===== config.mk =====
export PLATFORM = sky130hd
export DESIGN_NAME = mod10_counter
export DESIGN_NICKNAME = d
export VERILOG_FILES = /design/src/rtl/mod10_counter.sv
export SDC_FILE = /design/constraint.sdc
export NUM_CORES = 1
export LEC_CHECK = 0
export ABC_AREA = 0
export CAP_MARGIN = 40
export CORE_AREA = 2 2 39 41
export DETAILED_ROUTE_END_ITERATION = 8
export DIE_AREA = 0 0 41 43
export HOLD_SLACK_MARGIN = 0.08
export PLACE_DENSITY_LB_ADDON = 0.2
export SETUP_SLACK_MARGIN = 0.3
export SLEW_MARGIN = 20
export SYNTH_ARGS = -nofsm -noshare
export SYNTH_HDL_FRONTEND = slang
export SYNTH_SLANG_ARGS = --single-unit

===== constraint.sdc =====
create_clock -name clk -period 2.43 [get_ports clk]
set_input_delay 0.3645 -clock clk [delete_from_list [all_inputs] [get_ports clk]]
set_output_delay 0.3645 -clock clk [all_outputs]
set_load 0.02 [all_outputs]

===== src/rtl/mod10_counter.sv =====
// mod10_counter: 4-bit decade counter with parallel load and logical left shift.
// Latency: 1 cycle from sampled enable to new value on out; no in->out comb path.
// Backpressure: none; every enable is acted on at the next rising edge.
//
// Ports (positional order is fixed so older positional instances keep working):
//   clk    in   1      rising-edge clock
//   load   in   1      parallel-load enable
//   shift  in   1      shift-left enable
//   count  in   1      count-up enable
//   in     in   WIDTH  parallel load data
//   out    out  WIDTH  registered counter value
//   rst    in   1      synchronous reset, active-high
//   tc     out  1      terminal count / cascade carry (only with MOD10_COUNTER_TC_EN)
//
// Priority on each edge: rst > shift > load > count > hold.
// Optional feature macro: MOD10_COUNTER_TC_EN adds the combinational tc output.
// Power-up value before the first reset is undefined.

module mod10_counter #(
  parameter int WIDTH   = 4,
  parameter int MODULUS = 10
) (
  input  logic             clk,
  input  logic             load,
  input  logic             shift,
  input  logic             count,
  input  logic [WIDTH-1:0] in,
  output logic [WIDTH-1:0] out,
  input  logic             rst
`ifdef MOD10_COUNTER_TC_EN
  ,
  output logic             tc
`endif
);

  // Reject configurations that cannot hold the full count range or that
  // would leave the shifter without a bit to move.
  if (WIDTH < 2) begin : g_bad_width
    $error("mod10_counter: WIDTH must be at least 2");
  end
  if (MODULUS < 2 || MODULUS > (1 << WIDTH)) begin : g_bad_modulus
    $error("mod10_counter: MODULUS must satisfy 2 <= MODULUS <= 2**WIDTH");
  end

  // Largest in-range value; counting from here (or anything above) wraps to 0.
  localparam logic [WIDTH-1:0] MAX_VAL = WIDTH'(MODULUS - 1);

  logic [WIDTH-1:0] out_d;
  logic [WIDTH-1:0] out_q;
  logic             at_max;

  // Values loaded or shifted past MAX_VAL are treated as "at or past the end"
  // so the next count returns them to 0 instead of walking up to 2**WIDTH-1.
  assign at_max = (out_q >= MAX_VAL);

  always_comb begin
    out_d = out_q;
    if (shift) begin
      // Logical shift: MSB dropped, zero fill, no modulus check.
      out_d = {out_q[WIDTH-2:0], 1'b0};
    end else if (load) begin
      // Loaded verbatim, even out-of-range data.
      out_d = in;
    end else if (count) begin
      if (at_max) begin
        out_d = '0;
      end else begin
        out_d = out_q + WIDTH'(1);
      end
    end
  end

  // rst lives here rather than in out_d so it overrides every enable path.
  always_ff @(posedge clk) begin
    if (rst) begin
      out_q <= '0;
    end else begin
      out_q <= out_d;
    end
  end

  assign out = out_q;

`ifdef MOD10_COUNTER_TC_EN
  // Carry into the next decade stage: asserted only when this edge will
  // actually wrap via counting, so a load or shift on the same cycle masks it.
  // Exact equality on purpose; out-of-range values do not produce a carry.
  assign tc = count & ~load & ~shift & (out_q == MAX_VAL);
`endif

endmodule


# [Word-level counts from Yosys, hierarchy flattened]
# Cells that the tools add are included.
# Widths: inputs -> output; s select.
[totals] elab_cells=11 inputBits=9 regBits=4
[classes] muxes=4 order_cmp=1 n_reduce_logical=3 n_addsub=1
[op_table] cell="$mux 4" n=4
[op_table] cell="$add 4x1->4 const B" n=1
[op_table] cell="$ge 4x4->1 const B" n=1
[op_table] cell="$reduce_bool 3->1" n=1
[op_table] cell="$reduce_bool 2->1" n=1
[op_table] cell="$reduce_or 2->1" n=1

# [Logic depth before layout (Yosys ltp)]
# Gate-level depths: netlist of the first run.
[depth] word_depth=5 mapped_depth=6 mapped_depth_nobuf=6

# [Worst setup path before layout of the first run]
# Ideal clock, no wire load.
[synth_path] kind="register -> register" startpoint="register out_q[0] (netlist: out[0])" endpoint="register out_q[2] (netlist: out[2])" t_arrival_ps=1430 setup_time_ps=134 path_stages_with_launch=7 period_less_slack_ps=1564 setup_slack_ps=866 cell_sequence="dfxtp_1 inv_1 ha_1 nand2b_1 a211oi_2 a2111oi_2 o31ai_2"
[synth_between] elab_chain_cells=5 word_cells_on_any_way=6
[synth_rtl] element="from (decl)" line="49" text="logic [WIDTH-1:0] out_q;"
[synth_rtl] element="from (signal assigned)" line="78" text="out_q <= out_d;"
[synth_rtl] element="$add 4x1->4 / $ge 4x4->1 (equally long branches)" line="68, 54"
[synth_rtl] element="$mux 4 *" line="65" text="if (at_max) begin"
[synth_rtl] element="$mux 4 *" line="64" text="end else if (count) begin"
[synth_rtl] element="$mux 4 *" line="61" text="end else if (load) begin"
[synth_rtl] element="$mux 4 *" line="58" text="if (shift) begin"
# Mark *: on every way between the ends. The rest lies on a longest branch, timed or not. The select of a mux whose other input is x is not followed.
# A chain may end at the register's enable or synchronous reset.

# [Worst setup path after layout of the first run]
[layout_path] startpoint="register out_q[3] (netlist: out[3])" endpoint="output port out[3]"
[layout_rtl] element="to (decl)" line="28" text="output logic [WIDTH-1:0] out,"
# No word-level cell between the ends.

==> impl_metrics.json, run 1 <==
{
  "synth_top_area_share": 0.2302,
  "multi_input_area_um2": 244.0,
  "layout.nets": 67,
  "ant_nets": 0,
  "io_pins": 13,
  "clkLatencyLatePin_ns": 0.24,
  "p_switching_w": 0.00006771,
  "hold_buffers": 0,
  "die_x_um": 41,
  "seqCellArea_um2": 80.08,
  "cts.root.buffer_cell": "clkbuf_4",
  "yosysSeqAreaShare": 0.2302,
  "rsz0062_at_grt": "no",
  "worstPathMaxFanout": 7,
  "p_per_area_mw_per_mm2": 455.5,
  "syn-mean-instance-area_um2": 8.696,
  "path_buf_inv": 1,
  "drt_iter0_markers": 2,
  "wl_um": 837,
  "coreArea_mm2": 0.001384,
  "critPathSlowestCell": "clkdlybuf4s50_1",
  "die_y_um": 43,
  "cts_resized": 0,
  "grt_usage": 0.1064,
  "leakage_nw": 0.1774,
  "synth_seq_cells": 4,
  "cp.depth": 1,
  "place_hpwl_um": 632.7,
  "syn_area_um2": 347.8,
  "outcome": "finished clean",
  "clkSinkCount": 4,
  "crit_path_max_incr_delay_ns": 0.66,
  "p_clk_frac": 0.356,
  "drc": 0,
  "vias": 347,
  "place.gp.congestion": 0.7431,
  "start_util": 0.2514,
  "reg2reg_depth": 6,
  "p_sw_frac": 0.2963,
  "yosys.area.top_type": "dfxtp_1",
  "worst_clock_skew_ns": 0.005609,
  "worstSetupPathType": "flip-flop to primary output",
  "finalCritPeriodShare": 0.7182,
  "cts_tree": "built",
  "synth_fp_nets": 52,
  "yosys_warnings": 0,
  "finalMaxSlewViolations": 0,
  "num_antenna_cells": 0,
  "hold_class": "flip-flop to flip-flop",
  "overflow": 0,
  "pwr-share-comb": 0.302,
  "synthTopCellsByArea": "dfxtp_1 23%, ha_1 11%, a2111oi_2 8.6%, a21oi_1 4.3%, a21o_1 4.3%",
  "ctsLongestPathBuffers": 2,
  "cp.required_ns": 2.07,
  "syn2layout_area_growth_pct": 44.24,
  "clk_pin_slew_worst_paths_ns": 0.04,
  "first_global_vias": 298,
  "fill_cells": 154,
  "fmax_mhz": 573.0,
  "setup_viol": 0,
  "post-cts-setup-buffers": 0,
  "max_slew_margin": 0.6628,
  "layout-drive-gt1-share": 0.1509,
  "syn_inst": 40,
  "arrival_ns": 1.38,
  "min_period_ns": 1.745,
  "holdPathStages": 2,
  "synth.distinct_cells": 24,
  "cts-buffers-inserted": 3,
  "final_hold_viol_count": 0,
  "grt_max_degree": 13,
  "crit_family": "buffers and inverters",
  "routedWlPerCell_um": 12.13,
  "first_pass_iters": 4,
  "cts-htree-levels": 1,
  "grt_pass1_wl_mm": 1.290,
  "seqPwrFrac": 0.341,
  "drv_cap": 0,
  "grt_antenna_before_repair": 0,
  "die-area_mm2": 0.001763,
  "routed_via_density": 5.029,
  "worstMarginPinSlew_ns": 0.5019,
  "crit_chain": "clkdlybuf4s50_1",
  "largest_reg_flops": 4,
  "fin_tns_setup_ns": 0,
  "p_total_w": 0.0002286,
  "p_int_w": 0.0001608,
  "start_kind": "flip-flop",
  "num_rows": 14,
  "numPortBuffers": 12,
  "crit_path_end_kind": "primary output",
  "ir_drop_uv": 398.1
}
placed cells by master (no fill, tap or decap):
cell             synthesis  final
nand3_1                  1      1
nor3_1                   2      2
nand2b_1                 2      2
a21oi_1                  3      3
clkbuf_4                 0      3
xnor2_1                  1      1
o31ai_1                  1      1
a2111oi_2                2      2
a21o_1                   2      2
o41a_1                   1      1
nand2_1                  2      2
o31ai_2                  1      1
a211oi_2                 1      1
ha_1                     3      3
a221oi_2                 1      1
o21ai_0                  1      1
inv_1                    4      4
or2_1                    1      1
nor4_1                   2      2
nand3b_1                 1      1
clkdlybuf4s50_1          0     12
o22ai_1                  1      1
dfxtp_1                  4      4
a31oi_1                  1      1
per-layer routing:
| layer | routed length (µm) | track usage | vias up |
|---|---|---|---|
| met1 | 393 | 0.1447 | 155 |
| met2 | 371 | 0.1438 | 11 |
| met5 | 0 | 0 | - |
| li1 | - | - | 181 |
| met3 | 71 | 0.06283 | 0 |
| met4 | 0 | 0.02000 | 0 |
synthesized netlist by cell type, drive strengths merged:
| library cell | number |
|---|---|
| dfxtp | 4 |
| inv | 4 |
| a21oi | 3 |
| ha | 3 |
| a2111oi | 2 |
| a21o | 2 |
| nand2 | 2 |
| nand2b | 2 |
| nor3 | 2 |
| nor4 | 2 |
| o31ai | 2 |
| a211oi | 1 |
| a221oi | 1 |
| a31oi | 1 |
| buf | 1 |
| clkbuf | 1 |
| nand3 | 1 |
| nand3b | 1 |
| o21ai | 1 |
| o22ai | 1 |
| o41a | 1 |
| or2 | 1 |
| xnor2 | 1 |
logic make-up after synthesis:
group,count (synthesis),synth area share
flip-flops,4,0.2302
buffers and inverters,6,0.06831
AND/OR/NAND/NOR,11,0.1763
AO/OA/AOI/OAI,15,0.3921
XOR/XNOR,1,0.02518
adder cells (fa/ha/maj),3,0.1079
cell type report:
type / count / area share
well taps: 16 / 0.03990
repair buffers: 12 / 0.2394
inverters: 4 / 0.02993
flip-flops and latches: 4 / 0.1596
clock buffers: 3 / 0.04489
multi-input cells: 30 / 0.4863
stage by stage:
| step | utilization | instance area [µm²] | hold WS, ns | cells | setup slack [ns] |
|---|---|---|---|---|---|
| 4_1_cts | 0.3626 | 501.7 | 0.5569 | 69 | 0.6994 |
| 3_3_place_gp | 0.3463 | 479.2 | 0.5612 | 66 | 0.4787 |
| 5_1_grt | 0.3626 | 501.7 | 0.5848 | 69 | 0.5915 |
| 3_5_place_dp | 0.3463 | 479.2 | 0.5480 | 66 | 0.4660 |
| 6_report | 0.3626 | 501.7 | 0.5609 | 69 | 0.6847 |
| 2_1_floorplan | - | 347.8 | 0.4413 | 40 | 0.8664 |
power by group through the flow:
stage	logic, W	registers [W]	clock network, W
after floorplan	0.0000341	0.0000831	0
after global placement	0.0000710	0.0000790	0
after detailed placement	0.0000694	0.0000788	0
after CTS	0.0000699	0.0000777	0.0000847
after global routing	0.0000756	0.0000789	0.0000890
final	0.0000691	0.0000780	0.0000814
path summary, 6_finish.rpt:
path            end  slack, ns  startpoint
max          out[3]       0.68      out[3]
min          out[3]       0.56      out[2]
max reg2reg  out[3]       0.91      out[1]
min reg2reg  out[3]       0.56      out[2]
worst min-delay path, cell delays in order, from the launching register on:
cell and delay, ns:
dfxtp_1 0.34, inv_1 0.10, a2111oi_2 0.06
Note: power is estimated with default switching activity, not from simulation.
==> inputs of run 2 (changes only) <==
==> constraint.sdc (replaced) <==
create_clock -name clk -period 1.45 [get_ports clk]
set_input_delay 0.2175 -clock clk [delete_from_list [all_inputs] [get_ports clk]]
set_output_delay 0.2175 -clock clk [all_outputs]
set_load 0.02 [all_outputs]
==> run 2 against run 1 <==
Net effect: die area unchanged; count of clock-buffer cells in the layout increased by 1; combinational power is 140% higher; register-to-register slack worse by 0.72 ns; highest routed layer unchanged.
==> impl_metrics.json, run 2 (same netlist as run 1, synthesis figures left out) <==
{
  "outcome": "finished clean",
  "reg2reg_slack_ns": 0.19,
  "holdPathStages": 2,
  "finalMaxSlewViolations": 0,
  "routed_via_density": 5.024,
  "p_clk_frac": 0.347,
  "drt_iter0_markers": 4,
  "leakage_nw": 0.2541,
  "layout_common_cells": "12 x buf_4, 7 x clkdlybuf4s50_1, 3 x clkbuf_4",
  "cts-buffers-inserted": 3,
  "seqCellArea_um2": 88.84,
  "first_pass_iters": 4,
  "setup_viol": 0,
  "crit_path_end_kind": "flip-flop",
  "min_period_ns": 1.256,
  "pwr-share-comb": 0.357,
  "first_global_vias": 393,
  "coreArea_mm2": 0.001384,
  "grt_max_degree": 9,
  "num_antenna_cells": 0,
  "clkSinkCount": 4,
  "hold_class": "flip-flop to flip-flop",
  "worstMarginPinSlew_ns": 0.3536,
  "cts-htree-levels": 1,
  "final_hold_viol_count": 0,
  "p_int_w": 0.0003120,
  "syn2layout_area_growth_pct": 89.57,
  "arrival_ns": 1.41,
  "die_y_um": 43,
  "io_pins": 13,
  "p_switching_w": 0.0001455,
  "vias": 412,
  "grt_usage": 0.1374,
  "routedWlPerCell_um": 11.77,
  "multi_input_area_um2": 302.8,
  "fin_ws_ns": 0.1943,
  "layout-drive-gt1-share": 0.5303,
  "cp.required_ns": 1.60,
  "grt_antenna_before_repair": 0,
  "die-area_mm2": 0.001763,
  "fill_cells": 149,
  "preCtsSetupSlack_ns": -0.2537,
  "worst_clock_skew_ns": 0.006750,
  "ant_nets": 0,
  "finalCritPeriodShare": 0.8660,
  "overflow": 0,
  "worstSetupPathType": "flip-flop to flip-flop",
  "worstHoldEndpoint": "out[2]",
  "clkLatencyLatePin_ns": 0.24,
  "fin_cells": 82,
  "rr_endpoint": "out[1]",
  "worstPathMaxFanout": 4,
  "seqPwrFrac": 0.295,
  "ir_drop_uv": 320.6,
  "fmax_mhz": 796.3,
  "hold_start": "out[2]",
  "hold_buffers": 0,
  "p_per_area_mw_per_mm2": 693.7,
  "reg2reg_depth": 4,
  "reg2reg_from": "out[1]",
  "placed_cell_area_um2": 596.8,
  "grt_pass1_wl_mm": 1.614,
  "placed_cells": 74,
  "wl_um": 965,
  "largest_reg_flops": 4,
  "numPortBuffers": 12,
  "ctsLongestPathBuffers": 2,
  "final_common_cell": "buf_4",
  "start_util": 0.2514,
  "whs_ns": 0.5765,
  "p_sw_frac": 0.3180,
  "num_rows": 14,
  "start_kind": "flip-flop",
  "cts_tree": "built",
  "rsz0062_at_grt": "yes",
  "drv_cap": 0,
  "postLayoutCellArea_um2": 659.4,
  "die_x_um": 41,
  "max_slew_margin": 0.7621,
  "place_hpwl_um": 752.7,
  "drc": 0,
  "clk_pin_slew_worst_paths_ns": 0.04,
  "layout.nets": 79,
  "place.gp.congestion": 0.7420,
  "cts.root.buffer_cell": "clkbuf_4"
}
## run 2: final cells by class
cell class / instances / area share
Inverter: 4 / 0.03416
Timing Repair Buffer: 24 / 0.3017
Clock buffer: 4 / 0.03985
Multi-Input combinational cell: 30 / 0.4592
Tap cell: 16 / 0.03036
Sequential cell: 4 / 0.1347
## run 2: how the worst max path moves through the flow
| stage | startpoint | to | slack (ns) | depth (start not counted) |
|---|---|---|---|---|
| floorplan | out[1] | out[2] | 0.23 | 6 |
| global placement | load | out[1] | -0.26 | 5 |
| detailed placement | load | out[3] | -0.25 | 5 |
| CTS | out[1] | out[2] | 0.19 | 6 |
| global route | out[1] | out[2] | 0.09 | 6 |
| finish | out[1] | out[1] | 0.19 | 4 |
## run 2: layer usage
metal,vias to the layer above,GRT usage,share of wire
met4,0,0.04000,0
met2,16,0.2250,0.50
met3,0,0.06283,0.065
met5,-,0,0
met1,190,0.1506,0.43
li1,206,-,-
## run 2: worst max-delay path, stage by stage, from the launching register on
cell,delay [ns]
dfxtp_4,0.37
inv_6,0.05
buf_4,0.12
o41a_1,0.42
a221oi_2,0.20
## run 2: through the flow
step | TNS (ns) | power [W] | util
3_5_place_dp | -0.9136 | 0.0002907 | 0.4313
5_1_grt | 0 | 0.0004886 | 0.4765
4_1_cts | 0 | 0.0004619 | 0.4711
6_report | 0 | 0.0004574 | 0.4765
3_3_place_gp | -0.9193 | 0.0002897 | 0.4313
2_1_floorplan | 0 | 0.0002198 | -
## run 2: power groups by stage
stage	logic (W)	registers [W]	clock network (W)
2_1_floorplan	0.0000776	0.000142	0
3_3_place_gp	0.000154	0.000136	0
3_5_place_dp	0.000154	0.000136	0
4_1_cts	0.000159	0.000136	0.000168
5_1_grt	0.000178	0.000137	0.000174
6_report	0.000164	0.000135	0.000159
## run 2: repair_timing
action	4_1_cts	5_1_grt
pin swaps	1	2
buffers inserted	2	2
endpoints found under the setup margin	8	8
resized for setup	13	4
